===== src/rtl/regfile_32x32.sv =====
// MIPS register file: 32 x 32-bit, two combinational read ports, one synchronous write port.
// Optional macro REGFILE_BYPASS_EN adds same-cycle write-through forwarding to both read ports.
module regfile_32x32 #(
  parameter int          WIDTH    = 32,
  parameter int          ADDR_W   = 5,
  parameter logic [31:0] SP_RESET = 32'h0000_7FFC,
  parameter logic [31:0] GP_RESET = 32'h0000_1800
) (
  input  logic              clk,
  input  logic              rst,
  input  logic              we3,
  input  logic [ADDR_W-1:0] a1,
  input  logic [ADDR_W-1:0] a2,
  input  logic [ADDR_W-1:0] a3,
  input  logic [WIDTH-1:0]  wd3,
  output logic [WIDTH-1:0]  rd1,
  output logic [WIDTH-1:0]  rd2
);

  localparam int NREGS = 2 ** ADDR_W;

  logic [WIDTH-1:0] regs [NREGS];
  logic             wr_en;

  // $0 is never written, so its storage stays at its reset value of zero.
  assign wr_en = we3 && (a3 != '0);

  // NOTE: every register is reset explicitly; this is a flop array, not a RAM
  // macro, and $sp/$gp need non-zero start values.
  always_ff @(posedge clk) begin
    if (rst) begin
      for (int i = 0; i < NREGS; i++) begin
        if (i == 28)      regs[i] <= GP_RESET[WIDTH-1:0];
        else if (i == 29) regs[i] <= SP_RESET[WIDTH-1:0];
        else              regs[i] <= '0;
      end
    end else if (wr_en) begin
      // NOTE: non-blocking so every read in this edge sees the pre-edge array.
      regs[a3] <= wd3;
    end
  end

`ifdef REGFILE_BYPASS_EN
  logic fwd_ok;
  assign fwd_ok = wr_en && !rst;
`endif

  // NOTE: outputs get a default first so no path through this block infers a latch.
  always_comb begin
    rd1 = regs[a1];
    rd2 = regs[a2];
`ifdef REGFILE_BYPASS_EN
    if (fwd_ok && (a3 == a1)) rd1 = wd3;
    if (fwd_ok && (a3 == a2)) rd2 = wd3;
`endif
    // Register 0 reads zero even before the first reset has cleared the array.
    if (a1 == '0) rd1 = '0;
    if (a2 == '0) rd2 = '0;
  end

endmodule


===== config.mk =====
export PLATFORM = sky130hd
export DESIGN_NAME = regfile_32x32
export DESIGN_NICKNAME = d
export VERILOG_FILES = /design/src/rtl/regfile_32x32.sv
export SDC_FILE = /design/constraint.sdc
export NUM_CORES = 2
export LEC_CHECK = 0
export CORE_MARGIN = 1
export CORE_UTILIZATION = 35
export DETAILED_ROUTE_END_ITERATION = 10
export PLACE_DENSITY = 0.62
export SETUP_SLACK_MARGIN = 0.4
export SYNTH_ARGS = -nofsm -noshare
export SYNTH_HDL_FRONTEND = slang
export SYNTH_SLANG_ARGS = --single-unit

===== constraint.sdc =====
create_clock -name clk -period 2.7 [get_ports clk]
set_input_delay 0.27 -clock clk [delete_from_list [all_inputs] [get_ports clk]]
set_output_delay 0.27 -clock clk [all_outputs]
set_load 0.1 [all_outputs]

* Word-level counts from Yosys, hierarchy flattened *
Memories as Yosys holds them, arrays and structs flattened.
Index checks and enable logic that the tools add are counted.

storage, ports and cells
  flip-flop bits (word level) = 0
  bits in latches = 0
  bits in writable memories = 1,024
  memory bits (read-only) = 0
  word-level logic and storage cells = 16
  memories kept = 1

memories
  memory  words  width  rd ports  clocked after memory_dff  write ports  RTL line  source
  regs    32     32     2         0                         32           22        logic [WIDTH-1:0] regs [NREGS];

cells by class
  add/sub/neg operators = 0
  multiply operators = 0
  divide/modulo/power cells = 0
  magnitude comparators = 0
  equality and inequality tests = 0
  shift operators = 0
  multiplexer cells = 10
  bitwise gates (word level) = 0
  reduce and logical (&&, ||, !) cells = 5

operators by type and width
  kind                 number
  32-bit 2-to-1 mux    3
  32-bit OR reduction  1
  5-bit logical NOT    2
  1-bit 2-to-1 mux     6
  5-bit 2-to-1 mux     1
  5-bit nonzero test   1
  1-bit logical AND    1

* Longest topological paths before layout *
  depth in word-level cells = 7
  gate-level depth with buffers = 9

* Worst setup path after synthesis *
No wires, ideal clock.

  path type = input to output
  start point = in a1[0]
  end point = out rd1[30]
  arrival = 5.837 ns
  required time = 2.430 ns
  path slack = -3.407 ns
  cell stages on the path = 6
  cells stage by stage = buf_2 > buf_6 > buf_4 > mux4_2 > mux2i_1 > a2111oi_0

on the way
  cells in the longest elaborated chain, start to end = 2
  elaborated cells between the ends (all ways) = 3
  classes of those cells = mux (1); reduce/logical (1); memory (1)

RTL lines
  element                                                         RTL line  source
  from (decl)                                                     12        input logic [ADDR_W-1:0] a1,
  memory 32 x 32 bit / 5-bit logical NOT (equally long branches)  --
  32-bit 2-to-1 mux *                                             57        if (a1 == '0) rd1 = '0;
  to (decl)                                                       16        output logic [WIDTH-1:0] rd1,

Every way passes the cells marked *; elsewhere a longest branch is shown, timed or not.

==> qor.yml <==
pwr:
  peakVddDrop_v: 0.000514
  totalPowerFinal_uw: 41600
  leakage_uw: 0.0239
  power_density_nw_per_um2: 606
logic_synthesis:
  synth_area_sq_um: 54200
  ys_types: 42
  ys_seq_elements: 1024
  synth_xor_area_share_pct: 0
  synth_top_family_by_area: "multiplexers"
  syn-instance-count: 3503
  ys_top_cells_by_area: "edfxtp_1, mux4_2, and2_1, mux2i_1, clkbuf_1"
  synthMuxAreaShare_pct: 23.0
  synth_commonest_cells: "edfxtp_1, and2_1, mux4_2"
  async_reset_ff_share_pct: 0
  synth_compound_area_share_pct: 3.65
  synthAdderAreaFrac_pct: 0
  synth_simple_gate_area_share_pct: 13.3
  synthFlopType: "edfxtp_1"
  synth_edf_count: 1024
  yosys.cell_count.top_type: "edfxtp_1"
  syn_area_per_cell_sq_um: 15.5
  yosysTopAreaCell: "edfxtp_1"
  ys_seq_area_share_pct: 56.7
  synth_top_area_share_pct: 56.7
  yosys_warnings: 0
timing:
  timing.final.max_slew_violations: 0
  setup_violations: 61
  relSlewSlack_pct: 31.4
  fmax_mhz: 326
  layout_worst_path_cycle_share_pct: 114
  worst_slack_ns: -0.372
  finalHoldViolations: 0
  rsz0062_at_grt: "true"
  worstMarginPinSlew_ns: 1.02
  fin_crit_ns: 3.07
setup_path:
  start_kind: "flip-flop"
  critPathKind: "reg2out"
  path_max_fanout: 2
  worst_setup_path_end_kind: "output port"
  crit_required_ns: 2.43
  cp.arrival_ns: 2.80
layout:
  fin_nets: 3932
  largest_register: "regs"
  reg_top3: "regs x1024"
  drive_gt1_share_pct: 38.9
  fin_cells: 6019
  syn_to_final_growth_pct: 26.6
  largest_reg_flops: 1024
global_route:
  grt_pass1_vias: 35900
  grt.total_usage_pct: 23.7
  gr-total-overflow: 0
  grt_max_degree: 53
  antenna_found_initial: 11
  grt_pass1_wl_mm: 263
detailed_routing:
  first_iter_violations: 5079
  route.met3.wl_mm: 20.5
  drc_errors: 0
  ant_nets: 0
  wl_per_cell_um: 31.2
  first_pass_iters: 5
  wl_met1_mm: 74.8
  routed.top_layer: "met5"
  num_vias: 35300
  vias_per_cell: 5.86
  met2_length_mm: 84.9
  totalWireLength_mm: 188
placed_design:
  numPortBuffers: 113
  place_inst: 5777
  gp_congestion: 0.881
  pre_cts_slack_ns: -0.287
  dp_hpwl_mm: 127
clocking:
  cts_tree: "built"
  cts.path.max_buffers: 3
  htreeDepth: 3
  clock-sinks: 1024
  clk_pin_slew_ns: 0.06
  cts_root_buf: "clkbuf_16"
  cts.hold.buffers_added: 0
  cts_buffers: 106
run_status:
  violations: "setup timing"
  outcome: "finished with violations"
run:
  maxCapViolations: 0
min_path:
  min_from: "rst"
  min_path_type: "in2reg"
  min_path_cells: 2
  min_to: "regs[0][31]"
floorplan:
  die_w_um: 396
  coreArea_sq_um: 154000
  start_util_pct: 35.2
  rows: 144
  io_pins: 114
  dieArea_sq_um: 157000
  die_h_um: 396
## layer usage
| metal | GRT usage, % | vias up |
|---|---|---|
| li1 | - | 14400 |
| met2 | 36.0 | 2128 |
| met3 | 6.02 | 348 |
| met5 | 0 | - |
| met4 | 9.40 | 8 |
| met1 | 32.4 | 18400 |
## kinds of logic after synthesis
kind of cell / after synthesis
and+or+nand+nor: 1177
muxes: 652
DFF: 1024
AOI/OAI and AO/OA: 259
other: 1
buffers and inverters: 390
## layout by cell type, fill, tap and decap left out, drive strengths merged, types with 36 or more instances in the layout
master	n
edfxtp	1024
and2	980
buf	588
mux4	472
mux2i	150
clkbuf	131
o22ai	103
a2111oi	55
nor3	54
a22o	51
clkinv	42
clkdlybuf4s50	39
nor2	36
## power breakdown
| part | total [uW] | switching, uW | internal, uW | leakage (uW) |
|---|---|---|---|---|
| combinational | 7780 | 4380 | 3400 | 0.0125 |
| sequential | 18800 | 470 | 18400 | 0.00976 |
| clock | 15000 | 6490 | 8510 | 0.00168 |
## worst max-delay path, cell delays in order (launching register included)
cell	delay (ns)
edfxtp_1	0.39
mux4_2	0.51
mux4_2	0.57
o22ai_2	0.15
buf_6	0.13
nor3_4	0.04
buf_12	0.14
buf_12	0.16
## area by class of cell
cell class | count | area, sq um
antenna | 6 | 15.0
clock buffer | 131 | 2810
clock inverter | 64 | 632
fill | 13300 | 85200
inverter | 2 | 7.51
multi-input combinational | 2120 | 24400
sequential | 1024 | 30700
tap | 2044 | 2560
timing repair buffer | 628 | 7470
## timing repair
item	in CTS	in global routing
gates cloned	1	0
gates resized for setup	160	21
setup buffers	22	18
pin swaps	144	15
endpoints found under the setup margin	64	64
## through the flow
step / area, sq um / util, % / hold WS [ns] / setup TNS (ns)
after floorplan: 56200 / - / 0.450 / 0
after global placement: 63600 / 41.3 / 0.852 / -3.96
after detailed placement: 63600 / 41.3 / 0.852 / -4.67
after CTS: 68300 / 44.4 / 0.0944 / -13.17
after global routing: 68600 / 44.6 / 0.133 / -14.74
final: 68600 / 44.6 / 0.149 / -11.31
## worst max path at each step
| stage | to | depth (start not counted) | from |
|---|---|---|---|
| final | rd2[17] | 7 | regs[31][17] |
| after global routing | rd2[17] | 7 | regs[31][17] |
| after CTS | rd2[17] | 7 | regs[31][17] |
| after detailed placement | rd1[31] | 8 | a1[3] |
| after floorplan | rd2[13] | 9 | a2[2] |
| after global placement | rd1[31] | 8 | a1[3] |
No activity file was read; power rests on OpenSTA's default activity.
